`config.mk`:
```
export PLATFORM = sky130hd
export DESIGN_NAME = seg7_display_scanner
export DESIGN_NICKNAME = d
export VERILOG_FILES = /design/src/rtl/seg7_pkg.sv /design/src/rtl/hex_to_seg7.sv /design/src/rtl/seg7_display_scanner.sv
export SDC_FILE = /design/constraint.sdc
export NUM_CORES = 1
export LEC_CHECK = 0
export ABC_AREA = 0
export CAP_MARGIN = 20
export CORE_AREA = 4 4 80 97
export DETAILED_ROUTE_END_ITERATION = 12
export DIE_AREA = 0 0 84 101
export DONT_BUFFER_PORTS = 1
export MAX_ROUTING_LAYER = met4
export RECOVER_POWER = 50
export SYNTH_ARGS = -nofsm -noshare
export SYNTH_HDL_FRONTEND = slang
export SYNTH_SLANG_ARGS = --single-unit
```
`constraint.sdc`:
```
create_clock -name clk -period 2.2 [get_ports clk]
set_clock_uncertainty 0.1 [all_clocks]
set_input_delay 0.33 -clock clk [delete_from_list [all_inputs] [get_ports clk]]
set_output_delay 0.33 -clock clk [all_outputs]
set_load 0.02 [all_outputs]
```
`src/rtl/seg7_pkg.sv`:
```
// rtl/seg7_pkg.sv - shared seven-segment constants and helpers
package seg7_pkg;

    localparam logic [3:0] AN_OFF  = 4'b1111;
    localparam logic [6:0] SEG_OFF = 7'b1111111;

    // Active-low {g,f,e,d,c,b,a}; entry 0 sits in the least significant slice.
    localparam logic [15:0][6:0] SEG7_HEX = {
        7'b0001110, 7'b0000110, 7'b0100001, 7'b1000110,
        7'b0000011, 7'b0001000, 7'b0010000, 7'b0000000,
        7'b1111000, 7'b0000010, 7'b0010010, 7'b0011001,
        7'b0110000, 7'b0100100, 7'b1111001, 7'b1000000
    };

    function automatic logic [3:0] digit_enable(input logic [1:0] idx);
        return ~(4'b0001 << idx);
    endfunction

endpackage

```
`src/rtl/hex_to_seg7.sv`:
```
// rtl/hex_to_seg7.sv - combinational nibble to active-low segment decoder
module hex_to_seg7
    import seg7_pkg::*;
(
    input  logic [3:0] i_nibble,
    output logic [6:0] o_seg
);

    assign o_seg = SEG7_HEX[i_nibble];

endmodule

```
`src/rtl/seg7_display_scanner.sv`:
```
// rtl/seg7_display_scanner.sv - 4-digit multiplexed hex display with frame-synchronous update
module seg7_display_scanner
    import seg7_pkg::*;
#(
    parameter int REFRESH_DIV = 100000
) (
    input  logic        clk,
    input  logic        rst,
    input  logic [15:0] data_in,
    input  logic        data_valid,
    input  logic        blank_lead,
    output logic [3:0]  an,
    output logic [6:0]  seg,
    output logic        dp,
    output logic        frame_done
);

    localparam int CW = (REFRESH_DIV > 1) ? $clog2(REFRESH_DIV) : 1;
    localparam logic [CW-1:0] DIV_MAX = CW'(REFRESH_DIV - 1);

    logic [CW-1:0] r_div_cnt;
    logic [1:0]    r_dig_idx;
    logic [15:0]   r_disp;
    logic [15:0]   r_pend;
    logic          r_pending;
    logic          r_blank;
    logic [3:0]    r_an;
    logic [6:0]    r_seg;

    logic          w_tc;
    logic          w_boundary;
    logic [3:0]    w_nibble;
    logic [6:0]    w_seg;
    logic          w_blank;

    assign w_tc       = (r_div_cnt == DIV_MAX);
    assign w_boundary = w_tc && (r_dig_idx == 2'd3);

    always_comb begin
        w_nibble = r_disp[3:0];
        w_blank  = 1'b0;
        case (r_dig_idx)
            2'd0: w_nibble = r_disp[3:0];
            2'd1: begin
                w_nibble = r_disp[7:4];
                w_blank  = r_blank && (r_disp[15:4] == 12'h000);
            end
            2'd2: begin
                w_nibble = r_disp[11:8];
                w_blank  = r_blank && (r_disp[15:8] == 8'h00);
            end
            default: begin
                w_nibble = r_disp[15:12];
                w_blank  = r_blank && (r_disp[15:12] == 4'h0);
            end
        endcase
    end

    hex_to_seg7 u_dec (
        .i_nibble (w_nibble),
        .o_seg    (w_seg)
    );

    always_ff @(posedge clk) begin
        if (rst) begin
            r_div_cnt <= '0;
            r_dig_idx <= 2'd0;
            r_disp    <= 16'h0000;
            r_pend    <= 16'h0000;
            r_pending <= 1'b0;
            r_blank   <= 1'b0;
            r_an      <= AN_OFF;
            r_seg     <= SEG_OFF;
        end else begin
            r_div_cnt <= w_tc ? '0 : r_div_cnt + CW'(1);
            if (w_tc) begin
                r_dig_idx <= r_dig_idx + 2'd1;
                r_blank   <= blank_lead;
            end
            // A strobe landing on the boundary goes straight to the display buffer.
            if (w_boundary) begin
                if (data_valid) begin
                    r_disp    <= data_in;
                    r_pending <= 1'b0;
                end else if (r_pending) begin
                    r_disp    <= r_pend;
                    r_pending <= 1'b0;
                end
            end else if (data_valid) begin
                r_pend    <= data_in;
                r_pending <= 1'b1;
            end
            if (w_blank) begin
                r_an  <= AN_OFF;
                r_seg <= SEG_OFF;
            end else begin
                r_an  <= digit_enable(r_dig_idx);
                r_seg <= w_seg;
            end
        end
    end

    assign an         = r_an;
    assign seg        = r_seg;
    assign dp         = 1'b1;
    assign frame_done = w_boundary;

endmodule

```
==> flow_metrics.py, run 1 <==
metrics = {
    "route": {
        "first_iter_violations": 77,
        "vias": 2081,
        "drc": 0,
        "final_antenna_net_count": 0,
        "firstDrtPassIters": 4,
        "wl_um": 5950,
        "routed_via_density": 5.11,
        "wl_per_cell_um": 14.6,
    },
    "sta": {
        "timing.slew.headroom_pct": 57.8,
        "worst_slack_ns": 0.112,
        "clock.fmax_ghz": 0.479,
        "period_needed_ns": 2.09,
        "post-route-period-util_pct": 94.9,
        "tightest_slew_ns": 0.621,
        "setup_tns_ns": 0,
        "setup_viol": 0,
        "slew_violations": 0,
        "rsz0062_at_grt": "true",
        "hold_viol_final": 0,
    },
    "setup_path": {
        "cp_slowest_cell": "dfxtp_4",
        "cp.required_ns": 2.31,
        "path_max_fanout": 5,
        "path_cells": "inv_2 > ha_4 > a222oi_1 > mux2i_2 > ha_2 > nor2b_2 > a21oi_1 > o221ai_1",
        "critPathBufInv": 1,
        "cp-start-kind": "register",
        "cp.arrival_ns": 2.20,
        "max_stage_delay_ns": 0.39,
        "critPathCaptureType": "register",
        "path_class": "register to register",
        "critPathTopFamily": "compound AO/OA/AOI/OAI gates",
    },
    "run": {
        "maxCapViolations": 0,
    },
    "worst_hold_path": {
        "worstHoldPathType": "input pin to register",
    },
    "grt": {
        "grt_pass1_vias": 2067,
        "grt_max_degree": 38,
        "gr-usage-all-layers_pct": 15.2,
        "grt-ovfl-total": 0,
        "grt_antenna_before_repair": 0,
        "grt_pass1_wl_um": 9890,
    },
    "status": {
        "run_status": "completed",
    },
    "yosys": {
        "synth_warnings": 0,
        "synth.avg_cell_area_um2": 9.94,
        "synth_flop_cell": "dfxtp_1",
        "synth_cell_types": 46,
        "syn_nets": 332,
        "async_reset_ff_share_pct": 0,
        "syn-cell-area_um2": 3000,
        "ys_seq_elements": 64,
        "ys_seq_area_share_pct": 42.7,
        "synth_edf_count": 0,
        "syn_inst": 302,
    },
    "cells_and_area": {
        "seq_area_um2": 1290,
        "multiInputGateArea_um2": 1620,
        "fin_cells": 407,
        "area_growth_pct": 13.9,
        "fin_util_pct": 50.5,
        "drive_above_1_share_pct": 21.9,
        "finalInstanceArea_um2": 3420,
        "fill_cells": 647,
        "fin_nets": 345,
        "diodes": 0,
    },
    "cts": {
        "h-tree-depth": 3,
        "cts-buffers-inserted": 9,
        "cts_buffer_depth": 2,
        "clk_latency_ns": 0.34,
        "cts-root-buf": "clkbuf_8",
        "cts_tree": "done",
        "cts_sinks": 64,
        "clk_pin_slew_worst_paths_ns": 0.07,
    },
    "placement": {
        "port_buffers": 0,
        "placed_area_um2": 3120,
        "dp_cells": 385,
        "gp_congestion": 0.835,
        "dp_hpwl_um": 4180,
        "post-place-ws_ns": -0.0970,
    },
    "floorplanning": {
        "rows": 33,
        "die_w_um": 84,
        "initial_core_util_pct": 44.3,
        "ioPinCount": 33,
        "dieArea_um2": 8480,
        "fp.dieH_um": 101,
        "coreArea_um2": 6770,
    },
    "pwr": {
        "ir_worst_vdd_mv": 0.336,
        "p_leak_nw": 1.32,
        "pwr_density_cell_nw_per_um2": 661,
    },
}
routing by layer:
metal	global-route usage, %	share of wire, %	up-vias	routed length (µm)
met1	18.6	46	966	2740
met4	6.68	1.9	0	115
met5	-	0	-	0
li1	-	-	1073	-
met3	4.91	4.3	10	255
met2	23.0	48	32	2840
final cells by class:
cell class	instances	area share, %
clock buffers	14	5.05
clock inverters	2	0.366
inverters	11	1.21
multi-input cells	211	47.4
flip-flops and latches	64	37.6
well taps	87	3.18
repair buffers	18	5.16
report_power, final:
part           total (W)  switching, W  internal, W
Sequential       0.00121     0.0000249      0.00119
Clock           0.000934      0.000433     0.000501
Combinational   0.000112     0.0000511    0.0000608
Total            0.00226      0.000509      0.00175
cell usage in the layout (no fill, tap or decap), types with 3 or more instances in the layout:
master    synthesis  final
inv_1            11      9
mux2i_2           0      3
buf_4             3     14
xor2_1            9      9
ha_2              0      3
a222oi_1          3      3
clkbuf_8          0     12
nor2_1           54     54
nand3_1           8      8
dfxtp_1          64     62
nand2_1          12     12
a21oi_1           6      5
o21ai_1           3      3
ha_1             10      5
buf_12            1      3
mux2i_1          38     35
nand2b_1          4      4
mux2_2           16     16
and3_1            7      7
xnor2_1           7      7
o221ai_1          4      4
synth_stat cells (2+ instances only):
| cell type | count | area share, % |
|---|---|---|
| clkbuf_1 | 9 | 1.1 |
| nor2_1 | 54 | 6.8 |
| inv_1 | 11 | 1.4 |
| nand2_1 | 12 | 1.5 |
| a222oi_1 | 3 | 1.0 |
| nand2b_1 | 4 | 0.83 |
| dfxtp_1 | 64 | 43 |
| a21oi_1 | 6 | 1.0 |
| buf_4 | 3 | 0.75 |
| and3_2 | 2 | 0.50 |
| mux2_2 | 16 | 6.0 |
| ha_1 | 10 | 4.2 |
| nand3_1 | 8 | 1.3 |
| mux2i_1 | 38 | 13 |
| xor2_1 | 9 | 2.6 |
| xnor2_1 | 7 | 2.0 |
| and4bb_2 | 2 | 0.83 |
| and3_1 | 7 | 1.5 |
| nor4_1 | 2 | 0.42 |
| nand4b_1 | 2 | 0.58 |
| nand4_1 | 2 | 0.42 |
| a22oi_1 | 2 | 0.50 |
| o221ai_1 | 4 | 1.2 |
| o21ai_1 | 3 | 0.50 |
logic make-up after synthesis:
kind of cell / after synthesis / share of synthesized area, %
other: 1 / 0.125
DFF: 64 / 42.7
muxes: 54 / 18.7
adders and majority gates: 10 / 4.17
xor gates and xnor gates: 16 / 4.67
AOI/OAI and AO/OA: 23 / 5.50
buffers and inverters: 27 / 4.96
and+or+nand+nor: 107 / 19.2
worst paths after layout:
path,start,end,slack (ns),cells past startpoint
hold / removal,rst,an[0]$_SDFF_PP1_,0.02,1
setup / recovery,r_dig_idx[0]$_SDFFE_PP0P_,seg[5]$_SDFF_PP1_,0.11,8
hold reg to reg,r_div_cnt[0]$_SDFF_PP0_,r_div_cnt[0]$_SDFF_PP0_,0.39,1
setup reg to reg,r_dig_idx[0]$_SDFFE_PP0P_,seg[5]$_SDFF_PP1_,0.11,8
what timing repair did:
item / CTS / global route
buffers inserted: 2 / 3
pin swaps: 1 / 4
hold endpoints to repair: 37 / 0
hold buffers: 1 / 0
gates resized for setup: 3 / 15
setup endpoints to repair: 5 / 7
cloned: 0 / 0
per-stage QoR:
step	hold WS, ns	power [W]
floorplan	0.341	0.00133
global placement	0.306	0.00134
detailed placement	0.311	0.00134
CTS	0.0122	0.00229
global route	0.00625	0.00236
finish	0.0164	0.00226
state kept, by name, summed over array words and instances, names as in the netlist:
register   count
r_div_cnt     17
r_disp        16
r_pend        16
seg            7
an             4
r_dig_idx      2
r_blank        1
r_pending      1
Power figures use the tool's default switching activity.
==> run 2: changes to the inputs <==
--- a/config.mk
+++ b/config.mk
@@ -7,12 +7,12 @@
 export LEC_CHECK = 0
 export ABC_AREA = 0
 export CAP_MARGIN = 20
-export CORE_AREA = 4 4 80 97
+export CORE_AREA = 4 4 106 128
 export DETAILED_ROUTE_END_ITERATION = 12
-export DIE_AREA = 0 0 84 101
+export DIE_AREA = 0 0 110 132
 export DONT_BUFFER_PORTS = 1
+export HOLD_SLACK_MARGIN = 0.15
 export MAX_ROUTING_LAYER = met4
-export RECOVER_POWER = 50
 export SYNTH_ARGS = -nofsm -noshare
 export SYNTH_HDL_FRONTEND = slang
 export SYNTH_SLANG_ARGS = --single-unit
==> run 2 against run 1 <==
  * Sequential cell count stayed put
  * Die area is 71% higher
  * Sequential power hardly changed
  * Critical path type unchanged
==> flow_metrics.py, run 2 (synthesis gave the netlist of run 1 again) <==
metrics = {
    "setup_path": {
        "cp.arrival_ns": 2.22,
        "critPathBufInv": 2,
        "critPathTopFamily": "compound AO/OA/AOI/OAI gates",
        "cp_slowest_cell": "a222oi_1",
        "path_cells": "inv_1 > ha_2 > a222oi_1 > mux2i_2 > inv_1 > ha_1 > o211ai_1 > nand3_1",
        "cp_num_cells": 8,
        "max_stage_delay_ns": 0.41,
        "cp-start-kind": "register",
        "cp.required_ns": 2.30,
        "worst_path_most_repeated_cell": "inv_1",
        "critPathCaptureType": "register",
        "path_max_fanout": 5,
        "path_class": "register to register",
        "r2r_cells": 8,
    },
    "pwr": {
        "p_leak_nw": 1.43,
        "pwr_density_cell_nw_per_um2": 756,
        "ir_worst_vdd_mv": 0.346,
        "power.total_w": 0.00285,
    },
    "worst_hold_path": {
        "whs_path_depth": 3,
        "worstHoldPathType": "input pin to register",
    },
    "sta": {
        "slew_violations": 0,
        "hold_viol_final": 0,
        "timing.slew.headroom_pct": 64.6,
        "worst_slack_ns": 0.0836,
        "period_needed_ns": 2.12,
        "setup_viol": 0,
        "post-route-period-util_pct": 96.2,
        "timing.hold.ws_ns": 0.186,
        "tightest_slew_ns": 0.531,
        "clock.fmax_ghz": 0.472,
    },
    "route": {
        "final_antenna_net_count": 0,
        "wl_per_cell_um": 13.2,
        "routed_via_density": 4.56,
        "firstDrtPassIters": 5,
        "wl_um": 6580,
        "first_iter_violations": 94,
        "vias": 2264,
        "drc": 0,
    },
    "cells_and_area": {
        "diodes": 0,
        "area_growth_pct": 25.8,
        "top_regs": "r_div_cnt: 17 flops, r_disp: 16 flops, r_pend: 16 flops",
        "drive_above_1_share_pct": 18.0,
        "largest_register_ffs": 17,
        "fin_util_pct": 30.3,
        "mostFrequentLayoutCells": "62 x dfxtp_1, 54 x nor2_1, 35 x mux2i_1, 18 x dlygate4sd3_1, 16 x mux2_2",
        "fin_nets": 358,
        "finalInstanceArea_um2": 3770,
        "regMostFlops": "r_div_cnt",
        "mostFrequentLayoutCell": "dfxtp_1",
    },
    "cts": {
        "cts_tree": "done",
        "cts_sinks": 64,
        "cts_buffer_depth": 2,
        "cts-root-buf": "clkbuf_16",
        "clk_latency_ns": 0.32,
        "clk_pin_slew_worst_paths_ns": 0.05,
        "h-tree-depth": 3,
        "cts-buffers-inserted": 9,
    },
    "floorplanning": {
        "rows": 45,
        "ioPinCount": 33,
        "dieArea_um2": 14500,
        "fp.dieH_um": 132,
        "die_w_um": 110,
        "coreArea_um2": 12400,
        "initial_core_util_pct": 24.1,
    },
    "placement": {
        "port_buffers": 0,
        "placed_area_um2": 3180,
        "dp_hpwl_um": 4470,
        "post-place-ws_ns": -0.125,
        "gp_congestion": 0.770,
    },
    "grt": {
        "grt_pass1_vias": 2208,
        "grt_antenna_before_repair": 0,
        "grt_max_degree": 39,
        "gr-usage-all-layers_pct": 9.53,
        "grt-ovfl-total": 0,
        "grt_pass1_wl_um": 10600,
    },
    "status": {
        "run_status": "completed",
    },
    "run": {
        "maxCapViolations": 0,
    },
}
-- run 2: cell count changes in the layout (fill, tap and decap cells not counted), sizes merged --
cell / change
bufinv: +2
clkbuf: -1
clkinvlp: -1
dlygate4sd3: +18
buf: -5
-- run 2: metal layers --
layer / up-vias / GRT usage, % / share of wire, %
met2: 57 / 16.2 / 52
met5: - / - / 0
met4: 0 / 3.26 / 2.1
met1: 1095 / 9.70 / 40
li1: 1097 / - / -
met3: 15 / 3.97 / 6.2
-- run 2: layout make-up --
| cell class | count | area, µm² |
|---|---|---|
| inverters | 11 | 41.3 |
| repair buffers | 31 | 315 |
| well taps | 164 | 205 |
| clock inverters | 3 | 65.1 |
| fillers | 1244 | 8670 |
| multi-input cells | 211 | 1610 |
| clock buffers | 13 | 250 |
| flip-flops and latches | 64 | 1290 |
-- run 2: per-stage QoR --
stage,setup TNS (ns),cells
after floorplan,0,302
after global placement,0,458
after detailed placement,-0.393,458
after CTS,0,493
after global routing,-0.00683,497
final,0,497
-- run 2: report_power, final --
part	switching, W	internal [W]
sequential	0.0000258	0.00119
combinational	0.0000587	0.0000807
clock	0.000479	0.00102
total	0.000563	0.00229
-- run 2: repair_timing --
item / 4_1_cts / 5_1_grt
pin swaps: 2 / 5
buffers inserted: 0 / 4
cloned: 0 / 0
setup endpoints to repair: 6 / 5
hold endpoints to repair: 38 / 0
hold buffers: 19 / 0
gates resized for setup: 8 / 5
-- run 2: worst paths after layout --
| kind | startpoint | to | slack (ns) |
|---|---|---|---|
| worst max register to register | r_dig_idx[1]$_SDFFE_PP0P_ | seg[1]$_SDFF_PP1_ | 0.08 |
| worst max-delay path | r_dig_idx[1]$_SDFFE_PP0P_ | seg[1]$_SDFF_PP1_ | 0.08 |
| worst min-delay path | rst | an[3]$_SDFF_PP1_ | 0.19 |
| worst min register to register | r_div_cnt[0]$_SDFF_PP0_ | r_div_cnt[0]$_SDFF_PP0_ | 0.38 |
-- run 2: tightest hold or removal path, cell delays in order --
cell     delay (ns)
a41oi_1        0.02
buf_4          0.16
nand2_1        0.06
